[config.mk]
export PLATFORM = sky130hd
export DESIGN_NAME = dmem_responder
export DESIGN_NICKNAME = d
export VERILOG_FILES = /design/src/rtl/dmem_pkg.sv /design/src/rtl/dmem_lane_align.sv /design/src/rtl/dmem_responder.sv
export SDC_FILE = /design/constraint.sdc
export NUM_CORES = 2
export LEC_CHECK = 0
export ABC_AREA = 1
export BUFFER_PORTS_ARGS = -buffer_cell sky130_fd_sc_hd__buf_2
export CELL_PAD_IN_SITES_DETAIL_PLACEMENT = 0
export CELL_PAD_IN_SITES_GLOBAL_PLACEMENT = 1
export CORE_ASPECT_RATIO = 2
export CORE_UTILIZATION = 52
export CTS_CLUSTER_DIAMETER = 150
export DETAILED_ROUTE_END_ITERATION = 10
export PLACE_DENSITY = 0.87
export SYNTH_ARGS = -nofsm -noshare
export SYNTH_HDL_FRONTEND = slang
export SYNTH_SLANG_ARGS = --single-unit
[constraint.sdc]
create_clock -name clk -period 9.8 [get_ports clk]
set_input_delay 0.49 -clock clk [delete_from_list [all_inputs] [get_ports clk]]
set_output_delay 0.49 -clock clk [all_outputs]
set_load 0.01 [all_outputs]
[src/rtl/dmem_pkg.sv]
// Shared types and constants for the data-memory responder.
// Latency: n/a (types only).
// Backpressure: n/a (types only).
package dmem_pkg;

    // The request struct is sized from these. The top's DM_ADDRESS / DATA_W
    // parameters must match them.
    localparam int DMEM_ADDR_W = 9;
    localparam int DMEM_DATA_W = 32;

    // RISC-V load/store size/sign codes (funct3)
    localparam logic [2:0] F3_B  = 3'b000;
    localparam logic [2:0] F3_H  = 3'b001;
    localparam logic [2:0] F3_W  = 3'b010;
    localparam logic [2:0] F3_BU = 3'b100;
    localparam logic [2:0] F3_HU = 3'b101;

    typedef enum logic [1:0] {
        IDLE = 2'd0,
        WAIT = 2'd1,
        RESP = 2'd2
    } dmem_state_t;

    typedef struct packed {
        logic                   write;
        logic [DMEM_ADDR_W-1:0] addr;
        logic [DMEM_DATA_W-1:0] wdata;
        logic [2:0]             funct3;
    } dmem_req_t;

endpackage

[src/rtl/dmem_lane_align.sv]
// Byte-lane steering for loads/stores: byte enables, store merge, load extension, error detect.
// Latency: purely combinational, zero cycles.
// Backpressure: none; output follows the inputs.
//
// Ports:
//   funct3_i    size/sign code
//   lane_i      addr[1:0]
//   write_i     1 = store
//   rdata_raw_i word currently held in storage
//   wdata_i     store data, low bytes significant for SB/SH
//   be_o        byte enables (all zero on error)
//   wmerge_o    raw word with the enabled lanes replaced by store data
//   rdata_o     extended load data (zero for stores and errors)
//   err_o       misaligned access or illegal funct3
module dmem_lane_align
    import dmem_pkg::*;
(
    input  logic [2:0]  funct3_i,
    input  logic [1:0]  lane_i,
    input  logic        write_i,
    input  logic [31:0] rdata_raw_i,
    input  logic [31:0] wdata_i,
    output logic [3:0]  be_o,
    output logic [31:0] wmerge_o,
    output logic [31:0] rdata_o,
    output logic        err_o
);

    logic [31:0] rd_shift;   // selected lane moved down to bit 0
    logic [31:0] wd_shift;   // store data moved up to its lane
    logic [3:0]  be_raw;
    logic        err;

    always_comb begin
        rd_shift = rdata_raw_i >> {lane_i, 3'b000};
        wd_shift = wdata_i << {lane_i, 3'b000};
        be_raw   = 4'b0000;
        err      = 1'b0;

        case (funct3_i)
            F3_B, F3_BU: be_raw = 4'b0001 << lane_i;
            F3_H, F3_HU: begin
                be_raw = 4'b0011 << lane_i;
                err    = lane_i[0];
            end
            F3_W: begin
                be_raw = 4'b1111;
                err    = (lane_i != 2'b00);
            end
            default: err = 1'b1;
        endcase

        // Unsigned variants exist only for loads.
        if (write_i && funct3_i[2]) begin
            err = 1'b1;
        end

        case (funct3_i)
            F3_B:    rdata_o = {{24{rd_shift[7]}}, rd_shift[7:0]};
            F3_BU:   rdata_o = {24'h0, rd_shift[7:0]};
            F3_H:    rdata_o = {{16{rd_shift[15]}}, rd_shift[15:0]};
            F3_HU:   rdata_o = {16'h0, rd_shift[15:0]};
            F3_W:    rdata_o = rd_shift;   // lane is 0 whenever this is legal
            default: rdata_o = 32'h0;
        endcase

        if (err || write_i) begin
            rdata_o = 32'h0;
        end

        be_o  = err ? 4'b0000 : be_raw;
        err_o = err;

        for (int i = 0; i < 4; i++) begin
            wmerge_o[8*i +: 8] = be_o[i] ? wd_shift[8*i +: 8] : rdata_raw_i[8*i +: 8];
        end
    end

endmodule

[src/rtl/dmem_responder.sv]
// Multi-cycle data-memory slave behind the MEM stage: one load/store per transaction.
// Latency: response pulse LATENCY cycles after the request is presented (1..15).
// Backpressure: busy stalls the pipeline while the request is accepted and in WAIT; low in RESP.
//
// Ports:
//   clk, reset         clock, synchronous active-high reset
//   req_valid          request present, held by the pipeline while busy
//   req_write          1 = store, 0 = load
//   req_addr           byte address
//   req_wdata          store data
//   req_funct3         size/sign code
//   busy               stall to pipeline
//   rsp_valid          one-cycle completion pulse
//   rsp_rdata          extended load data, 0 for stores/errors
//   rsp_err            misaligned access or illegal funct3
module dmem_responder
    import dmem_pkg::*;
#(
    parameter int DATA_W     = DMEM_DATA_W,
    parameter int DM_ADDRESS = DMEM_ADDR_W,
    parameter int LATENCY    = 2
) (
    input  logic                  clk,
    input  logic                  reset,
    input  logic                  req_valid,
    input  logic                  req_write,
    input  logic [DM_ADDRESS-1:0] req_addr,
    input  logic [DATA_W-1:0]     req_wdata,
    input  logic [2:0]            req_funct3,
    output logic                  busy,
    output logic                  rsp_valid,
    output logic [DATA_W-1:0]     rsp_rdata,
    output logic                  rsp_err
);

    localparam int WORDS = 1 << (DM_ADDRESS - 2);

    dmem_state_t         state_q;
    logic [3:0]          cnt_q;
    dmem_req_t           req_q;
    dmem_req_t           cur_req;
    logic                rsp_valid_q;
    logic [DATA_W-1:0]   rsp_rdata_q;
    logic                rsp_err_q;
    logic [DATA_W-1:0]   mem_q [WORDS];

    logic [DM_ADDRESS-3:0] widx;
    logic [DATA_W-1:0]     raw_word;
    logic [3:0]            be;
    logic [DATA_W-1:0]     wmerge;
    logic [DATA_W-1:0]     ld_data;
    logic                  acc_err;
    logic                  finish;

    // With LATENCY=1 the transaction completes on the accept edge, before
    // req_q is loaded, so the live request feeds the datapath while IDLE.
    always_comb begin
        if (state_q == IDLE) begin
            cur_req.write  = req_write;
            cur_req.addr   = req_addr;
            cur_req.wdata  = req_wdata;
            cur_req.funct3 = req_funct3;
        end else begin
            cur_req = req_q;
        end
    end

    assign widx     = cur_req.addr[DM_ADDRESS-1:2];
    assign raw_word = mem_q[widx];

    // The edge on which the FSM enters RESP: memory access happens here.
    assign finish = ((state_q == IDLE) && req_valid && (LATENCY == 1))
                 || ((state_q == WAIT) && (cnt_q == 4'd0));

    assign busy = ((state_q == IDLE) && req_valid) || (state_q == WAIT);

    dmem_lane_align u_align (
        .funct3_i    (cur_req.funct3),
        .lane_i      (cur_req.addr[1:0]),
        .write_i     (cur_req.write),
        .rdata_raw_i (raw_word),
        .wdata_i     (cur_req.wdata),
        .be_o        (be),
        .wmerge_o    (wmerge),
        .rdata_o     (ld_data),
        .err_o       (acc_err)
    );

    always_ff @(posedge clk) begin
        if (reset) begin
            state_q     <= IDLE;
            cnt_q       <= 4'd0;
            req_q       <= '0;
            rsp_valid_q <= 1'b0;
            rsp_rdata_q <= '0;
            rsp_err_q   <= 1'b0;
        end else begin
            rsp_valid_q <= 1'b0;
            rsp_rdata_q <= '0;
            rsp_err_q   <= 1'b0;

            case (state_q)
                IDLE: begin
                    if (req_valid) begin
                        req_q <= cur_req;
                        if (LATENCY == 1) begin
                            state_q <= RESP;
                        end else begin
                            state_q <= WAIT;
                            cnt_q   <= 4'(LATENCY - 2);
                        end
                    end
                end
                WAIT: begin
                    if (cnt_q == 4'd0) begin
                        state_q <= RESP;
                    end else begin
                        cnt_q <= cnt_q - 4'd1;
                    end
                end
                // The request still visible here is the one completing now.
                RESP:    state_q <= IDLE;
                default: state_q <= IDLE;
            endcase

            if (finish) begin
                rsp_valid_q <= 1'b1;
                rsp_rdata_q <= ld_data;
                rsp_err_q   <= acc_err;
            end
        end
    end

    // Storage is not reset; a reset during WAIT drops the pending store.
    always_ff @(posedge clk) begin
        if (!reset && finish && cur_req.write && (be != 4'b0000)) begin
            mem_q[widx] <= wmerge;
        end
    end

    assign rsp_valid = rsp_valid_q;
    assign rsp_rdata = rsp_rdata_q;
    assign rsp_err   = rsp_err_q;

endmodule

# After elaboration in Yosys (flattened, before gate mapping)
# Memories as Yosys holds them, arrays and structs flattened.
# Cells that the tools add are included.
[totals]
mem_bits_rw = 4096
ff_bits = 85
in_bits = 48
n_memories = 1
wordCells = 65
out_inout_bits = 35
[mem_list]
columns = ["memory", "words", "word_bits", "read_ports", "rd_ports_with_merged_regs", "write_ports", "line", "rtl"]
rows = [
  ["mem_q", 128, 32, 1, 0, 1, "dmem_responder.sv:45", "logic [DATA_W-1:0] mem_q [WORDS];"],
]
[op_classes]
n_shift = 4
addsub = 1
muxes = 19
bitwise_logic = 1
reduce_logical = 22
eq_ne = 8
[ops]
columns = ["op", "n"]
rows = [
  ["$pmux 32 s5", 1],
  ["$mux 45", 1],
  ["$mux 8", 4],
  ["$shl 32x5->32", 1],
  ["$shr 32x5->32", 1],
  ["$mux 4", 3],
  ["$pmux 4 s3", 1],
  ["$pmux 4 s2", 1],
  ["$eq 3x3->1 const B", 2],
  ["$logic_and 1x1->1", 6],
  ["$reduce_or 2->1", 3],
  ["$logic_not 4->1", 1],
  ["$mux 1", 4],
  ["$mux 2", 2],
  ["$ne 2x2->1 const B", 2],
  ["$pmux 2 s2", 1],
  ["$reduce_and 2->1", 2],
  ["$reduce_bool 2->1", 2],
  ["$reduce_bool 4->1", 1],
  ["$shl 1x2->4 const A", 1],
  ["$shl 2x2->4 const A", 1],
  ["$sub 4x1->4 const B", 1],
  ["$eq 3x1->1 const B", 1],
  ["$eq 3x2->1 const B", 1],
  ["10 further kinds", 11],
]

# Longest topological paths before layout
[logic_depth]
ltp_word = 11
ltp_mapped = 26
mapped_depth_nobuf = 21

# By module
# A second synthesis with hierarchy kept.
[hier_totals]
cells_unflattened = 17947
area_unflattened_um2 = 178333.5
[modules_own_cells]
columns = ["module", "seq_area_each_um2", "cells_each", "area_each_um2", "instances"]
rows = [
  ["dmem_responder", 124699.6, 17489, 176244.0, 1],
  ["dmem_lane_align", 0.0, 458, 2089.5, 1],
]

# Worst setup path before layout
# Ideal clock, no wire load.
[synth_path]
path_kind = "register -> register"
startpoint = "register state_q[1]"
endpoint = "memory mem_q[0][2] (netlist bit) (data pin)"
required_ps = 8576
path_slack_ps = 1104
t_arrival_ps = 7472
synth_period_minus_slack_ps = 8696
path_buffers = 5
setup_time_ps = 1224
path_stages_with_launch = 17
path_cell_list = "dfxtp_1 nor2_4 nand2_1 nand2_1 nor2_1 buf_2 buf_2 nand2_1 buf_2 buf_4 buf_2 nor2_1 nor4_1 o21ai_0 nand2_1 nand3_1 o31ai_1"
[synth_via]
elab_chain_len = 8
elab_cells_between_ends = 20
cone_classes = "eq/ne: 4; shift: 3; mux: 6; reduce/logical: 6; memory: 1"
[synth_rtl]
columns = ["element", "line", "rtl"]
rows = [
  ["start: declaration", "dmem_responder.sv:38", "dmem_state_t state_q;"],
  ["start signal: assignment", "dmem_responder.sv:91", "state_q <= IDLE;"],
  ["start signal: assignment", "dmem_responder.sv:107", "state_q <= RESP;"],
  ["start signal: assignment", "dmem_responder.sv:109", "state_q <= WAIT;"],
  ["$logic_not 2->1 *", "dmem_responder.sv:58", "if (state_q == IDLE) begin"],
  ["$mux 45 *", "dmem_responder.sv:58", ""],
  ["branches (longest 5 deep; another with $mem_v2 128x32)", "--", ""],
  ["$mux 8 *", "dmem_lane_align.sv:75", "wmerge_o[8*i +: 8] = be_o[i] ? wd_shift[8*i +: 8] : rdata_raw_i[8*i +: 8];"],
  ["net u_align.wmerge_o[2]", "dmem_lane_align.sv:24", "output logic [31:0] wmerge_o,"],
  ["end: declaration", "dmem_responder.sv:45", ""],
]
# Mark *: on every way through the listed nets, which the timed path passes.

# Worst setup path after layout
[layout_path]
startpoint = "register state_q[1]"
endpoint = "memory mem_q[10][3] (netlist bit) (data pin)"
# The elaborated chain is that of the path after synthesis.

==> metrics.sh <==
SYNTH_MUX_AREA_SHARE_PCT=0.0898
TRITONCTS='done'
PLACEMENTROWS=294
SYNTH_NETS=14100
ROUTED_VIA_DENSITY=6.20
WORSTHOLDPATHTYPE='in -> reg'
SYN-MEAN-INSTANCE-AREA_UM2=11.9
DRT_FIRST_PASS_ITERS=8
CTS_BUFFERS=333
CLOCK_SINK_COUNT=4181
FLOW.AREA_GROWTH_FROM_SYNTHESIS_PCT=10.7
CP_COMMON_CELL='sky130_fd_sc_hd__buf_4'
CRIT_ARRIVAL_PS=8320
CHIPHEIGHT_UM=804
VDD_DROP_MAX_uV=269
CPMAXSTAGEDELAYCELL='sky130_fd_sc_hd__o21ai_0'
NUMBER_OF_DIFFERENT_LIBRARY_CELLS_IN_THE_POST_SYNTHESIS_NETLIST=45
DP.FINAL_HPWL_MM=310
CTS_RESIZED=0
CTS_SETUP_BUFFERS=0
POWER.DENSITY_CELL_AREA_nW_PER_UM2=247
DRC=0
NETLIST.TOP_CELL.BY_AREA='sky130_fd_sc_hd__edfxtp_1'
DRT-WIRELENGTH-PER-CELL_UM=29.8
FLOORPLAN.INITIALDENSITY_PCT=52.2
GRT_START_MAX_NET_PINS=167
VIAS_IN_THE_FIRST_GLOBAL_ROUTE=109000
TOTAL_NETS_FINAL=14100
POST_CTS_HOLD_BUFFER_COUNT=51
SETUP_REPAIR_AFTER_GLOBAL_ROUTING_MISSED_ITS_MARGIN='no'
MAXSLEWHEADROOM_PCT=-4.77
FIN_TOTAL_PWR_W=0.0457
FINAL_CELL_COUNT_NO_FILL=18500
SYNTH-XOR-AREA-SHARE_PCT=0
YOSYS-TOP-CELLS-AREA='sky130_fd_sc_hd__edfxtp_1 (74%), sky130_fd_sc_hd__nand2_1 (7.4%), sky130_fd_sc_hd__nor2_1 (7.0%)'
FINAL-SETUP-VIOL-COUNT=0
TIGHTESTPINTRANSITION_PS=1560
SYNTH_ADDER_AREA_SHARE_PCT=0.0150
FINAL_CORE_UTILIZATION_PCT=57.8
FIRST_ITER_VIOLATIONS=15300
GLOBAL_ROUTE.USAGE.TOTAL_PCT=33.6
SYNTH.FF_LATCH_COUNT=4181
CRITICALPATHCATEGORY='reg -> reg'
COMBINATIONAL_FAMILY_WITH_THE_MOST_AREA_AFTER_SYNTHESIS='simple AND/OR/NAND/NOR gates'
PATH_MAX_FANOUT=80
GLOBAL_ROUTE_WIRE_LENGTH_BEFORE_REPAIR_MM=776
CLOCK_PATH_BUFFERS=4
DIEWIDTH_UM=403
SYNTH_COMPOUND_GATE_AREA_SHARE_PCT=5.75
PLACE_WORST_SETUP_SLACK_PS=2760
OUTCOME='finished with violations'
YS_WARN_COUNT=0
SKEW_PS=52.8
MOST-COMMON-LAYOUT-CELLS='sky130_fd_sc_hd__edfxtp_1 (4096), sky130_fd_sc_hd__nand2_1 (3290), sky130_fd_sc_hd__nor2_1 (2964)'
PERIOD_SHARE_PCT=78.6
VIAS=115000
DETAIL-ROUTE-ANTENNA-NETS=0
DRV_SLEW=2
DP.CELLS=17900
SYNTHESIS.AREA_UM2=167000
CRIT_PATH_MAX_INCR_DELAY_PS=1090
CRITICAL_PATH.STARTPOINT_TYPE='register'
VIOLATIONS='capacitance limit, slew limit'
CTS_HTREE_LEVELS=5
SYNTH_SEQUENTIAL_AREA_RATIO_PCT=74.6
WL_MM=551
GP_ROUTABILITY_CONGESTION=0.979
FINAL_LAYOUT_SIZE_SUFFIX_GT1_SHARE_PCT=7.99
MOST_COMMON_CELL_AFTER_LAYOUT_FILL_AND_TAPS_ASIDE='sky130_fd_sc_hd__edfxtp_1'
ANTENNA_FOUND_INITIAL=23
CLK-INSERTION-DELAY-LATE_PS=960
POST_SYNTH_INST_COUNT=14100
CHAIN_OF_CELLS_FORMING_THE_CRITICAL_PATH='nor2_4, buf_4, nand2_1, nand2_4, nor2_4, buf_4, nand2_4, buf_4, o22ai_1, nor2_1, a21oi_1, o21ai_0, nand2_1, nor2_1, nand2_1, o21ai_4, buf_4'
DIEAREA_UM2=324000
NUM_IO_PINS=83
POSTLAYOUTSETUPSLACKWORST_PS=2100
MAX_CAP_VIOL=3
CORE_BOX_AREA_UM2=320000
SYNTH.TOP_CELL.AREA_SHARE_PCT=73.6
ENDPOINT_KIND='register'
FINALCRITICALPERIOD_PS=7700
TOTAL_COUNT_OF_HOLD_CHECK_FAILURES_IN_THE_FINAL_REPORT=0
CTS_ROOT_BUF='sky130_fd_sc_hd__clkbuf_16'
SYNTH_SIMPLE_GATE_AREA_SHARE_PCT=16.7
REQUIRED_PS=10430
CLKSLEWWORSTSETUPHOLDPATHS_PS=70
PORTBUFFERS=82
SETUP-TNS-FINAL_PS=0
MAX_FREQ_GHz=0.130
STATIC-LEAKAGE-POWER_nW=65.1
GRT_REMAINING_OVERFLOW=0
worst paths after layout:
kind / from / endpoint / slack (ps) / cells past startpoint
max: state_q[1]$_SDFFE_PP0P_ / mem_q[10][3]$_DFFE_PP_ / 2100 / 17
max reg2reg: state_q[1]$_SDFFE_PP0P_ / mem_q[10][3]$_DFFE_PP_ / 2100 / 17
min: req_wdata[28] / req_q[31]$_SDFFE_PP0P_ / 340 / 4
min reg2reg: req_q[8]$_SDFFE_PP0P_ / req_q[8]$_SDFFE_PP0P_ / 450 / 2
Yosys cell counts (all sizes together):
library cell,instances
nand2,3314
a211oi,5
nand4,63
buf,523
o22ai,265
nand3,605
or2,15
a22oi,45
dfxtp,85
clkbuf,263
nor4,4
o22a,66
o221ai,11
o211ai,18
a22o,1
ha,2
o21a,3
edfxtp,4096
nand3b,9
o31ai,14
mux2i,15
inv,181
clkinv,6
a21o,10
a21oi,102
nor2,3112
o21ai,1201
and2,8
nor3,9
a31oi,3
o32ai,2
sequential cells by signal, indices dropped and copies added, names as in the netlist:
register and cells:
mem_q 4096, req_q 45, rsp_rdata 32, cnt_q 4, state_q 2, rsp_err 1, rsp_valid 1
power by group:
group / switching, W / internal, W
logic: 0.00771 / 0.00150
clock network: 0.00633 / 0.00760
registers: 0.0000113 / 0.0225
total: 0.0140 / 0.0316
routing by layer:
layer  global-route usage [%]  share of wire (%)
met1                     38.3                 32
met2                     54.8                 47
met3                     5.54                 10
met4                     29.7                 11
met5                        0             0.0093
per-stage QoR:
stage / instance area, um^2 / hold slack (ps)
after detailed placement: 173000 / 441
after global placement: 173000 / 437
after floorplan: 167000 / 425
final: 185000 / 336
after CTS: 185000 / 312
after global routing: 185000 / 363
critical path, delay by kind of cell (launching register included):
| family | cells | cell delay, ps |
|---|---|---|
| AOI/OAI and AO/OA | 4 | 2300 |
| buffers and inverters | 4 | 2170 |
| DFF | 1 | 360 |
| and+or+nand+nor | 9 | 2330 |
kinds of logic after synthesis:
logic type,count (synthesis)
buffers and inverters,973
muxes,15
adders and majority gates,2
DFF,4181
and+or+nand+nor,7139
AOI/OAI and AO/OA,1746
area by class of cell:
class | count | area [um^2]
Sequential cell | 4181 | 125000
Clock inverter | 186 | 1960
Multi-Input combinational cell | 8902 | 39300
Fill cell | 25200 | 135000
Antenna cell | 19 | 47.5
Clock buffer | 410 | 8990
Inverter | 187 | 702
Timing Repair Buffer | 487 | 4100
Tap cell | 4144 | 5180
No activity file was read; power rests on OpenSTA's default activity.
